==> src/rtl/bcd_rtc_pkg.sv <==
// Shared BCD types, constants and hour-format conversion helpers for the RTC.
package bcd_rtc_pkg;

  typedef logic [3:0] bcd_digit_t;
  typedef logic [7:0] bcd_pair_t;

  typedef struct packed {
    logic      pm;
    bcd_pair_t hh;
  } hour12_t;

  localparam bcd_pair_t BCD_00 = 8'h00;
  localparam bcd_pair_t BCD_12 = 8'h12;
  localparam bcd_pair_t BCD_23 = 8'h23;
  localparam bcd_pair_t BCD_59 = 8'h59;

  function automatic logic bcd_valid(input bcd_pair_t v, input bcd_pair_t max);
    return (v[7:4] <= 4'd9) && (v[3:0] <= 4'd9) && (v <= max);
  endfunction

  function automatic logic [6:0] bcd2bin(input bcd_pair_t v);
    return 7'(v[7:4]) * 7'd10 + 7'(v[3:0]);
  endfunction

  function automatic bcd_pair_t bin2bcd(input logic [6:0] b);
    return {4'(b / 7'd10), 4'(b % 7'd10)};
  endfunction

  function automatic bcd_pair_t bcd_inc(input bcd_pair_t v);
    return (v[3:0] == 4'd9) ? {v[7:4] + 4'd1, 4'd0} : {v[7:4], v[3:0] + 4'd1};
  endfunction

  function automatic bcd_pair_t to24(input bcd_pair_t h, input logic pm);
    logic [6:0] b;
    b = bcd2bin(h);
    if (b == 7'd12) return pm ? BCD_12 : BCD_00;
    return pm ? bin2bcd(b + 7'd12) : h;
  endfunction

  function automatic hour12_t to12(input bcd_pair_t h);
    hour12_t    r;
    logic [6:0] b;
    b    = bcd2bin(h);
    r.pm = (b >= 7'd12);
    if (b == 7'd0)       r.hh = BCD_12;
    else if (b > 7'd12)  r.hh = bin2bcd(b - 7'd12);
    else                 r.hh = h;
    return r;
  endfunction

endpackage

==> src/rtl/bcd_rtc_alarm_counter.sv <==
// Two-digit BCD counter wrapping at MAX, with carry-out and synchronous load.
module bcd_mod_counter
  import bcd_rtc_pkg::*;
#(
  parameter bcd_pair_t MAX = BCD_59
) (
  input  logic      clk_i,
  input  logic      reset_n_i,
  input  logic      inc_i,
  input  logic      ld_i,
  input  bcd_pair_t ld_val_i,
  output bcd_pair_t q_o,
  output logic      carry_o
);

  bcd_pair_t cnt_q, cnt_d;

  assign q_o     = cnt_q;
  assign carry_o = inc_i && (cnt_q == MAX);

  always_comb begin
    cnt_d = cnt_q;
    if (ld_i)       cnt_d = ld_val_i;
    else if (inc_i) cnt_d = (cnt_q == MAX) ? BCD_00 : bcd_inc(cnt_q);
  end

  always_ff @(posedge clk_i) begin
    if (!reset_n_i) cnt_q <= BCD_00;
    else            cnt_q <= cnt_d;
  end

endmodule

==> src/rtl/bcd_rtc_alarm.sv <==
// BCD real-time clock with 12/24-hour display, validated loads and an hh:mm alarm.
module bcd_rtc_alarm
  import bcd_rtc_pkg::*;
#(
  parameter int unsigned CLK_DIV  = 1,
  parameter bit          ALARM_EN = 1'b1
) (
  input  logic       clk,
  input  logic       reset_n,
  input  logic       ena,
  input  logic       mode24,
  input  logic       load,
  input  logic [7:0] ld_hh,
  input  logic [7:0] ld_mm,
  input  logic [7:0] ld_ss,
  input  logic       ld_pm,
  input  logic       alm_set,
  input  logic [7:0] alm_hh,
  input  logic [7:0] alm_mm,
  input  logic       alm_pm,
  input  logic       alm_en,
  output logic [7:0] hh,
  output logic [7:0] mm,
  output logic [7:0] ss,
  output logic       pm,
  output logic       tick,
  output logic       alarm,
  output logic       load_err
);

  localparam int unsigned   PW       = (CLK_DIV > 1) ? $clog2(CLK_DIV) : 1;
  localparam logic [PW-1:0] DIV_LAST = PW'(CLK_DIV - 1);

  logic [PW-1:0] div_q, div_d;
  bcd_pair_t     hh_q, hh_d;
  logic          pm_q, pm_d, mode_q, mode_d, tick_q, err_q;
  logic          tick_now, adv, ld_ok, alm_ok, ld_wr;
  logic          ss_carry, mm_carry;
  bcd_pair_t     cur24, nxt24, mm_nxt;
  hour12_t       h12;

  function automatic logic hour_ok(input bcd_pair_t h, input logic m24);
    return m24 ? bcd_valid(h, BCD_23) : (bcd_valid(h, BCD_12) && (h != BCD_00));
  endfunction

  assign ld_ok    = hour_ok(ld_hh, mode24) && bcd_valid(ld_mm, BCD_59) && bcd_valid(ld_ss, BCD_59);
  assign alm_ok   = hour_ok(alm_hh, mode24) && bcd_valid(alm_mm, BCD_59);
  assign ld_wr    = load && ld_ok;
  assign tick_now = ena && (div_q == DIV_LAST);
  // Any load request, even a rejected one, swallows a coincident tick.
  assign adv      = tick_now && !load;

  bcd_mod_counter #(.MAX(BCD_59)) u_ss (
    .clk_i(clk), .reset_n_i(reset_n), .inc_i(adv), .ld_i(ld_wr),
    .ld_val_i(ld_ss), .q_o(ss), .carry_o(ss_carry)
  );

  bcd_mod_counter #(.MAX(BCD_59)) u_mm (
    .clk_i(clk), .reset_n_i(reset_n), .inc_i(ss_carry), .ld_i(ld_wr),
    .ld_val_i(ld_mm), .q_o(mm), .carry_o(mm_carry)
  );

  always_comb begin
    div_d = div_q;
    if (ld_wr)      div_d = '0;
    else if (load)  div_d = div_q;
    else if (ena)   div_d = tick_now ? '0 : div_q + PW'(1);
  end

  // Hours are advanced in 24-hour form, so a mode change and a tick on the
  // same edge compose naturally: convert first, then increment.
  always_comb begin
    cur24  = mode_q ? hh_q : to24(hh_q, pm_q);
    nxt24  = (adv && mm_carry) ? ((cur24 == BCD_23) ? BCD_00 : bcd_inc(cur24)) : cur24;
    mm_nxt = mm_carry ? BCD_00 : bcd_inc(mm);
    h12    = to12(nxt24);
    hh_d   = hh_q;
    pm_d   = pm_q;
    mode_d = mode_q;
    if (ld_wr) begin
      hh_d   = ld_hh;
      pm_d   = mode24 ? (ld_hh >= BCD_12) : ld_pm;
      mode_d = mode24;
    end else if (!load) begin
      hh_d   = mode24 ? nxt24 : h12.hh;
      pm_d   = h12.pm;
      mode_d = mode24;
    end
  end

  always_ff @(posedge clk) begin
    if (!reset_n) begin
      div_q  <= '0;
      hh_q   <= mode24 ? BCD_00 : BCD_12;
      pm_q   <= 1'b0;
      mode_q <= mode24;
      tick_q <= 1'b0;
      err_q  <= 1'b0;
    end else begin
      div_q  <= div_d;
      hh_q   <= hh_d;
      pm_q   <= pm_d;
      mode_q <= mode_d;
      tick_q <= adv;
      err_q  <= (load && !ld_ok) || (alm_set && !alm_ok);
    end
  end

  assign hh       = hh_q;
  assign pm       = pm_q;
  assign tick     = tick_q;
  assign load_err = err_q;

  generate
    if (ALARM_EN) begin : g_alarm
      bcd_pair_t alm_h_q, alm_m_q;
      logic      alarm_q;

      always_ff @(posedge clk) begin
        if (!reset_n) begin
          alm_h_q <= BCD_00;
          alm_m_q <= BCD_00;
          alarm_q <= 1'b0;
        end else begin
          if (alm_set && alm_ok) begin
            alm_h_q <= mode24 ? alm_hh : to24(alm_hh, alm_pm);
            alm_m_q <= alm_mm;
          end
          alarm_q <= alm_en && adv && ss_carry && (mm_nxt == alm_m_q) && (nxt24 == alm_h_q);
        end
      end

      assign alarm = alarm_q;
    end else begin : g_no_alarm
      assign alarm = 1'b0;
    end
  endgenerate

endmodule
==> config.mk <==
export PLATFORM = sky130hd
export DESIGN_NAME = bcd_rtc_alarm
export DESIGN_NICKNAME = d
export VERILOG_FILES = /design/src/rtl/bcd_rtc_pkg.sv /design/src/rtl/bcd_rtc_alarm_counter.sv /design/src/rtl/bcd_rtc_alarm.sv
export SDC_FILE = /design/constraint.sdc
export NUM_CORES = 1
export LEC_CHECK = 0
export BUFFER_PORTS_ARGS = -buffer_cell sky130_fd_sc_hd__buf_4
export CAP_MARGIN = 10
export CELL_PAD_IN_SITES_DETAIL_PLACEMENT = 1
export CELL_PAD_IN_SITES_GLOBAL_PLACEMENT = 1
export CORE_MARGIN = 8
export CORE_UTILIZATION = 48
export CTS_CLUSTER_DIAMETER = 60
export CTS_CLUSTER_SIZE = 10
export DETAILED_ROUTE_END_ITERATION = 12
export PLACE_DENSITY_LB_ADDON = 0.12
export SYNTH_ARGS = -nofsm -noshare
export SYNTH_HDL_FRONTEND = slang
export SYNTH_HIERARCHICAL = 1
export SYNTH_SLANG_ARGS = --single-unit
==> constraint.sdc <==
create_clock -name clk -period 20.5 [get_ports clk]
set_clock_uncertainty 0.05 [all_clocks]
set_input_delay 2.05 -clock clk [delete_from_list [all_inputs] [get_ports clk]]
set_output_delay 2.05 -clock clk [all_outputs]
set_load 0.01 [all_outputs]
=== Word level (Yosys, flattened, before mapping) ===
Cells that the tools add are included.

* Divide/modulo/power cells: 6
* Mux-type cells: 42
* Add/sub/neg operators: 13
* Bitwise gates (word level): 3
* Reductions and logical operators: 43
* Magnitude comparators: 20
* Multiply operators: 3
* Equality and inequality tests: 12

{| class="wikitable"
|+ Operators with widths
! kind !! number
|-
| 8-bit two-way mux || 26
|-
| 4-bit <= comparator (second input constant) || 10
|-
| 1-bit logical AND || 30
|-
| 4-bit by 1-bit adder with 4-bit output (second input constant) || 6
|-
| 8-bit by 7-bit <= comparator with 1-bit output (second input constant) || 3
|-
| 7-bit by 4-bit adder with 7-bit output || 3
|-
| 7-bit by 4-bit divider with 7-bit output (second input constant) || 3
|-
| 7-bit by 4-bit remainder unit with 7-bit output (second input constant) || 3
|-
| 4-bit by 3-bit multiplier with 6-bit output (second input constant) || 3
|-
| 8-bit by 7-bit == test with 1-bit output (second input constant) || 2
|-
| 8-bit == test || 2
|-
| 8-bit by 5-bit <= comparator with 1-bit output (second input constant) || 2
|-
| 8-bit by 6-bit <= comparator with 1-bit output (second input constant) || 2
|-
| 8-bit nonzero test || 2
|-
| 5-bit two-way mux || 3
|-
| 7-bit by 4-bit adder with 7-bit output (second input constant) || 2
|-
| 7-bit by 4-bit == test with 1-bit output (second input constant) || 2
|-
| 1-bit two-way mux || 13
|-
| 4-bit == test (second input constant) || 3
|-
| 8-bit by 6-bit == test with 1-bit output (second input constant) || 1
|-
| 8-bit by 5-bit greater-or-equal comparator with 1-bit output (second input constant) || 1
|-
| 7-bit by 4-bit greater-or-equal comparator with 1-bit output (second input constant) || 1
|-
| 7-bit by 4-bit greater-than comparator with 1-bit output (second input constant) || 1
|-
| 7-bit zero test || 1
|-
| other kinds (11) || 17
|}

* Register bits after elaboration: 46
* Word-level logic and storage cells: 154

=== Logic depth before layout (Yosys ltp) ===
Gate-level depths: netlist (run 1).

* Depth after elaboration: 21
* Mapped depth: 50

=== By module ===
Netlist (run 1), hierarchy kept.

{| class="wikitable"
|+ By module, submodules not included
! module !! area each (µm²) !! cells each !! instances
|-
| bcd_rtc_alarm || 5139.9 || 687 || 1
|-
| bcd_mod_counter || 506.7 || 58 || 2
|}

=== Worst setup path after synthesis (run 1) ===
No wires, ideal clock.

* Path kind: register -> register
* Start point: register hh_q[6] (netlist: hh[6])
* End point: register hh_q[4] (netlist: hh[4]), data pin
* Library setup time: 0.267 ns
* Setup slack: 10.389 ns
* Arrival time: 9.794 ns
* Cell stages (with the launch flop): 44
* Cell sequence: edfxtp_1 -> ha_1 -> ha_1 -> xor2_1 -> ha_1 -> clkbuf_1 -> nand2_1 -> a2111oi_0 -> a311oi_1 -> and2_1 -> buf_2 -> a31oi_1 -> nand4_1 -> nor2b_1 -> ha_1 -> a21o_1 -> and2_1 -> xnor2_1 -> [8 not listed] -> nand2_1 -> a32oi_1 -> xor2_1 -> nand2_1 -> nand2_1 -> o21ai_0 -> ha_1 -> or2_2 -> a31o_1 -> and2_1 -> o21a_1 -> nor3_1 -> o311ai_1 -> o21ai_1 -> ha_1 -> a21oi_1 -> a2111oi_0 -> o21ai_1

* Longest elaborated chain between the ends: 21
* Elaborated cells on any way between the ends: 29
* Classes of those cells: add/sub: 6; mul: 2; div: 3; order compare: 1; eq/ne: 3; mux: 13; reduce/logical: 1

{| class="wikitable"
|+ RTL lines
! element !! RTL line !! RTL
|-
| start: declaration || bcd_rtc_alarm.sv:35 || <nowiki>bcd_pair_t hh_q, hh_d;</nowiki>
|-
| start signal: assignment || bcd_rtc_alarm.sv:94 || <nowiki>hh_q <= mode24 ? BCD_00 : BCD_12;</nowiki>
|-
| start signal: assignment || bcd_rtc_alarm.sv:101 || <nowiki>hh_q <= hh_d;</nowiki>
|-
| 4-bit by 3-bit multiplier with 6-bit output || bcd_rtc_pkg.sv:22 || <nowiki>return 7'(v[7:4]) * 7'd10 + 7'(v[3:0]);</nowiki>
|-
| 7-bit by 4-bit adder with 7-bit output || bcd_rtc_pkg.sv:22 ||
|-
| 7-bit by 4-bit adder with 7-bit output || bcd_rtc_pkg.sv:37 || <nowiki>return pm ? bin2bcd(b + 7'd12) : h;</nowiki>
|-
| 7-bit by 4-bit divider with 7-bit output or 7-bit by 4-bit remainder unit with 7-bit output (tied branches) || bcd_rtc_pkg.sv:26 || <nowiki>return {4'(b / 7'd10), 4'(b % 7'd10)};</nowiki>
|-
| 8-bit two-way mux (2 in a row) || bcd_rtc_pkg.sv:37 ||
|-
| 8-bit two-way mux (*) || bcd_rtc_alarm.sv:73 || <nowiki>cur24 = mode_q ? hh_q : to24(hh_q, pm_q);</nowiki>
|-
| 4-bit by 1-bit adder with 4-bit output or 4-bit == test (tied branches) || bcd_rtc_pkg.sv:30 || <nowiki>return (v[3:0] == 4'd9) ? {v[7:4] + 4'd1, 4'd0} : {v[7:4], v[3:0] + 4'd1};</nowiki>
|-
| 8-bit two-way mux || bcd_rtc_pkg.sv:30 ||
|-
| [4 not listed] || - ||
|-
| 7-bit by 4-bit subtractor with 7-bit output || bcd_rtc_pkg.sv:46 || <nowiki>else if (b > 7'd12) r.hh = bin2bcd(b - 7'd12);</nowiki>
|-
| 7-bit by 4-bit divider with 7-bit output || bcd_rtc_pkg.sv:26 ||
|-
| 8-bit two-way mux || bcd_rtc_pkg.sv:46 ||
|-
| 8-bit two-way mux || bcd_rtc_pkg.sv:45 || <nowiki>if (b == 7'd0) r.hh = BCD_12;</nowiki>
|-
| 8-bit two-way mux (*) || bcd_rtc_alarm.sv:85 || <nowiki>hh_d = mode24 ? nxt24 : h12.hh;</nowiki>
|-
| 8-bit two-way mux (*) || bcd_rtc_alarm.sv:84 || <nowiki>end else if (!load) begin</nowiki>
|-
| 8-bit two-way mux (*) || bcd_rtc_alarm.sv:80 || <nowiki>if (ld_wr) begin</nowiki>
|-
| 8-bit two-way mux (*) || bcd_rtc_alarm.sv:92 || <nowiki>if (!reset_n) begin</nowiki>
|}

Mark *: on every way between the ends. The rest lies on a longest branch, timed or not. The select of a mux whose other input is x is not followed.
A chain may end at the register's enable or synchronous reset.

=== Final worst setup path (run 1) ===
* Start point: register hh_q[4] (netlist: hh[4])
* End point: register hh_q[4] (netlist: hh[4]), data pin

The elaborated chain is that of the path after synthesis.

==> results.md, run 1 <==
* Cell Rows at 41
* CTS H-Tree Depth at 2
* Fin. max-slew vios at 0
* GRT overflow at 0
* CP Capture Type: flop
* Hold Crit Class: reg -> reg
* FF/Latch Area at 0.00101 mm²
* Routed wire length at 20,200 µm
* Tmin final at 12,260 ps
* Wire length of the first global-routing pass at 32,700 µm
* Reg clk slew, reported paths at 70 ps
* F_max at 81.6 MHz
* Avg Cell Area, Syn at 7.66 µm²
* WL/cell at 19.5 µm
* Seq/Total Area, Yosys at 0.164
* Placed instance count at 1,029
* Top-count cell post-synth: nand2_1
* Slew headroom at 0.343
* Setup bufs post-CTS at 0
* Most used routing layer: met2
* Final core occ at 0.558
* Vias at 6,465
* Routed vias/inst at 6.23
* Port Buf Inserts at 76
* Synth top area cells: dfxtp_1 12%, ha_1 10%, xnor2_1 4.8%
* Status: finished, final reports clean
* Final non-filler cell total at 1,037
* Layout Nets at 969
* Fill count at 1,598
* Post-synth cell types at 91
* CTS root buf: clkbuf_16
* # diodes at 0
* Gp weighted congestion at 0.888
* Least-Margin Pin Slew at 961 ps
* Full die area at 0.0167 mm²
* Die width at 129 µm
* Setup violators final at 0
* Vias in the first global route at 6,567
* Post-Syn Instances at 803
* Area leader, netlist: dfxtp_1
* Antenna Nets Post-Route at 0
* Worst r2r src: hh[4]
* Design area at 0.00702 mm²
* All-Layer GR Usage at 0.237
* FFs w/ async S/R, synth at 0
* Yosys top cell area share at 0.120
* Synth cell count leaders: 75 x nand2_1, 54 x nor2_1, 51 x o21ai_0
* CTS tree: done
* GRT met1 Usage at 0.305
* Post-Syn Area at 0.00615 mm²
* Arr. time, crit path at 12,240 ps
* Clock sinks at 46
* Final Cycle Share at 0.598
* CP Launch Type: flop
* Met2 GRT Util at 0.403
* DP HPWL at 16,200 µm
* Cell mode on critical path: ha_1
* Starting Density at 0.490
* Number of max-cap violations at 0
* Met3 Use GR at 0.0345
* Synth Warn # at 6
* TritonCTS buffer count at 5
* Final TNS setup at 0 ps
* Worst setup path start: hh[4]
* Initial antenna violation count at 0
* Post_cts resized at 0
* Number of enable flip-flop cells after synthesis at 9
* Crit Path Class: reg -> reg
* Fin. Hold Viols at 0
* Clock Latency Late Sink at 290 ps
* Synth Register Bits at 46
* Ys flop type: dfxtp_1
* Critical path fanouts, max at 11
* Critical Path RT at 20,480 ps
* Core area at 0.0126 mm²
* Remaining DRCs at 0
* Min-Delay Startpoint: div_q
* Pin count of the biggest net entering global routing at 46
* Hold Buf Count CTS at 0
* Area growth from synthesis to layout at 14.1%
* Critical Path Slowest Stage Cell: fa_1
* Slowest cell delay on critical path at 700 ps
* I/O Pins at 77
* Initial drt markers at 373
* Multi-input logic area at 0.00485 mm²
* Placed Area at 0.00685 mm²
* DR pass1 iterations at 4
* Syn_nets at 908
* Die height at 129 µm
* Share of cells above drive strength 1 at 0.138
* RSZ-0062 raised after global routing: no
* Clock tree buffer depth at 2
metal layers:
layer | up-vias | share of wire
met2 | 159 | 0.47
li1 | 3093 | -
met1 | 3180 | 0.47
met3 | 33 | 0.043
met5 | - | 0
met4 | 0 | 0.020
worst paths after layout:
check,endpoint,slack (ps),depth (start not counted)
worst min-delay path,div_q,450,1
worst max register to register,hh[4],8240,43
worst min register to register,div_q,450,1
worst max-delay path,hh[4],8240,43
critical path: cells and delay by family (launching register included):
| family | cells | cell delay (ps) |
|---|---|---|
| XOR/XNOR | 4 | 1310 |
| multiplexers | 1 | 580 |
| flip-flops | 1 | 440 |
| AO/OA/AOI/OAI | 14 | 3300 |
| adder cells (fa/ha/maj) | 8 | 2890 |
| AND/OR/NAND/NOR | 12 | 2680 |
| buffers and inverters | 4 | 730 |
cell usage in the layout (no fill, tap or decap), types with 6 or more instances in the layout:
cell,count
mux2i_1,15
inv_1,49
o22ai_1,12
a211oi_1,10
ha_1,50
xnor2_1,34
o21ai_0,51
and2_1,17
o211a_1,18
a21oi_1,44
a21o_1,14
edfxtp_1,9
nand4_1,12
o31ai_1,7
nor3b_1,8
nand2_1,75
fa_1,6
dfxtp_1,37
and3_1,10
nor2b_1,22
xor2_1,24
nand3_1,26
a31oi_1,17
buf_4,77
o211ai_1,11
nand2b_1,12
nor2_1,54
nor3_1,17
through the flow:
stage          hold slack (ps)  setup slack [ps]
6_report                   446              8240
4_1_cts                    446              8400
3_3_place_gp               404              9230
2_1_floorplan              392             10390
3_5_place_dp               427              8400
5_1_grt                    476              7400
sequential cells by signal, summed over array words and instances, names as in the netlist, 8 cells and up:
signal	flops
g_alarm.alm_m_q	8
hh	8
g_alarm.alm_h_q	8
u_mm/q_o	8
u_ss/q_o	8
kinds of logic (layout without fill, tap and decap cells):
group | Yosys count | in the layout | synth area share
xor+xnor | 61 | 61 | 0.0933
simple gates | 292 | 292 | 0.249
flops | 46 | 46 | 0.164
mux | 19 | 19 | 0.0329
buf+inv | 75 | 137 | 0.0470
fa+ha+maj | 56 | 56 | 0.121
compound gates | 254 | 254 | 0.292
layout make-up:
type                       instances  share of cell area
clock buffer                       6              0.0184
clock inverter                     2             0.00517
inverter                          52              0.0278
multi-input combinational        682               0.692
sequential                        46               0.144
tap                              172              0.0307
timing repair buffer              77              0.0824
Power of run 1 is not shown: default switching activity piles up to over one toggle a cycle in this logic, so the estimate is an artifact.
==> inputs of run 2 (changes only) <==
--- a/config.mk
+++ b/config.mk
@@ -10,7 +10,7 @@
 export CELL_PAD_IN_SITES_DETAIL_PLACEMENT = 1
 export CELL_PAD_IN_SITES_GLOBAL_PLACEMENT = 1
 export CORE_MARGIN = 8
-export CORE_UTILIZATION = 48
+export CORE_UTILIZATION = 44
 export CTS_CLUSTER_DIAMETER = 60
 export CTS_CLUSTER_SIZE = 10
 export DETAILED_ROUTE_END_ITERATION = 12
==> constraint.sdc (replaced) <==
create_clock -name clk -period 11.8 [get_ports clk]
set_clock_uncertainty 0.05 [all_clocks]
set_input_delay 1.18 -clock clk [delete_from_list [all_inputs] [get_ports clk]]
set_output_delay 1.18 -clock clk [all_outputs]
set_load 0.01 [all_outputs]
==> run 2 against run 1 <==
Effect of this change:
- setup slack got worse by 7600 ps
- register-to-register slack worse by 7600 ps
- non-clock buffer count up 7
- via count is 0.56% lower
- final cell count rose by 1.4%
- critical path type unchanged
- critical path depth rose by 3
- first-iteration DRC count is 39% lower
- flip-flop and latch count unchanged
- core utilization is 3.6 points lower
==> results.md, run 2 (synthesis results as in run 1) <==
* Status: finished, final reports clean
* Dpl ws at -161 ps
* Gp weighted congestion at 0.880
* Arr. time, crit path at 11,180 ps
* Crit path buffers/inverters at 4
* CTS tree: done
* Final TNS setup at 0 ps
* Slowest cell delay on critical path at 650 ps
* CP Launch Type: flop
* Layout Nets at 976
* Min-Delay Startpoint: g_alarm.alm_m_q[7]
* TritonCTS buffer count at 5
* Clock sinks at 46
* Fin. Hold Viols at 0
* Remaining DRCs at 0
* DR pass1 iterations at 5
* Commonest non-fill, non-tap cells in the layout: 84 x buf_4, 75 x nand2_1, 54 x nor2_1, 50 x o21ai_0
* Clock tree buffer depth at 2
* CP top delay family: compound AO/OA/AOI/OAI gates
* Multi-input logic area at 0.00499 mm²
* WL/cell at 19.5 µm
* Vias in the first global route at 6,686
* CTS H-Tree Depth at 2
* Least-Margin Pin Slew at 925 ps
* Fill count at 1,728
* CP Capture Type: flop
* Clock Latency Late Sink at 290 ps
* Area growth from synthesis to layout at 17.0%
* GRT overflow at 0
* Cell Rows at 43
* F_max at 89.3 MHz
* Die height at 134 µm
* Initial drt markers at 226
* Die width at 134 µm
* Share of cells above drive strength 1 at 0.171
* DP HPWL at 16,300 µm
* Crit Path Class: reg -> reg
* R2r setup slk at 610 ps
* CTS root buf: clkbuf_16
* Reg clk slew, reported paths at 70 ps
* Setup ws final at 608 ps
* Slew headroom at 0.378
* Routed wire length at 20,500 µm
* Tmin final at 11,190 ps
* Hold Crit Class: reg -> reg
* Port Buf Inserts at 76
* Setup violators final at 0
* Reg-to-Reg End: hh[4]
* Core area at 0.0138 mm²
* FF/Latch Area at 0.00101 mm²
* Worst reg-to-reg path cell count at 46
* Full die area at 0.0180 mm²
* Number of max-cap violations at 0
* Worst Hold End: g_alarm.alm_m_q[7]
* Critical Path Slowest Stage Cell: fa_1
* Placed Area at 0.00689 mm²
* Worst r2r src: hh[6]
* WHS Path Cells at 2
* Initial antenna violation count at 0
* Antenna Nets Post-Route at 0
* Design area at 0.00720 mm²
* Fin. max-slew vios at 0
* Vias at 6,429
* All-Layer GR Usage at 0.220
* Starting Density at 0.447
* Final core occ at 0.523
* Wire length of the first global-routing pass at 33,200 µm
* Final Cycle Share at 0.948
* Critical path fanouts, max at 11
* I/O Pins at 77
* Critical Path RT at 11,790 ps
* Routed vias/inst at 6.11
* # diodes at 0
* Pin count of the biggest net entering global routing at 46
* Most common cell after layout, fill and taps aside: buf_4
-- run 2: repair_timing --
action / 4_1_cts / 5_1_grt
resized for setup: 2 / 26
setup endpoints to repair: 4 / 5
buffers inserted: 0 / 4
pin swaps: 0 / 4
hold buffers: 0 / 0
-- run 2: worst reg2reg max path, delay by kind of cell, from the launching register on --
kind	cells	cell delay, ps
mux	1	330
buf+inv	4	590
simple gates	13	2550
xor+xnor	3	560
compound gates	17	3670
flops	1	480
fa+ha+maj	8	2700
-- run 2: per-stage QoR --
step                cells  hold slack [ps]
floorplan             803              392
global placement     1040              406
detailed placement   1040              425
CTS                  1048              436
global route         1052              461
finish               1052              437
-- run 2: worst max-delay path by stage --
stage,start,to,slack (ps),cells after the start
final,hh[6],hh[4],610,46
after global routing,hh[4],hh[4],-90,48
after CTS,hh[4],hh[4],110,48
after detailed placement,hh[4],hh[4],-160,43
after global placement,hh[6],hh[4],510,42
after floorplan,hh[6],hh[4],1690,43
-- run 2: final cells by class --
| cell class | count | share of cell area |
|---|---|---|
| multi-input combinational | 682 | 0.694 |
| clock inverter | 2 | 0.00139 |
| inverter | 52 | 0.0276 |
| clock buffer | 6 | 0.0179 |
| timing repair buffer | 84 | 0.0876 |
| sequential | 46 | 0.140 |
| tap | 180 | 0.0313 |
-- run 2: per-layer routing --
layer | part of all wire | GRT usage
met3 | 0.039 | 0.0303
met1 | 0.47 | 0.282
met2 | 0.47 | 0.380
met5 | 0 | 0
met4 | 0.018 | 0.0518
Power of run 2 is left out for the same reason.
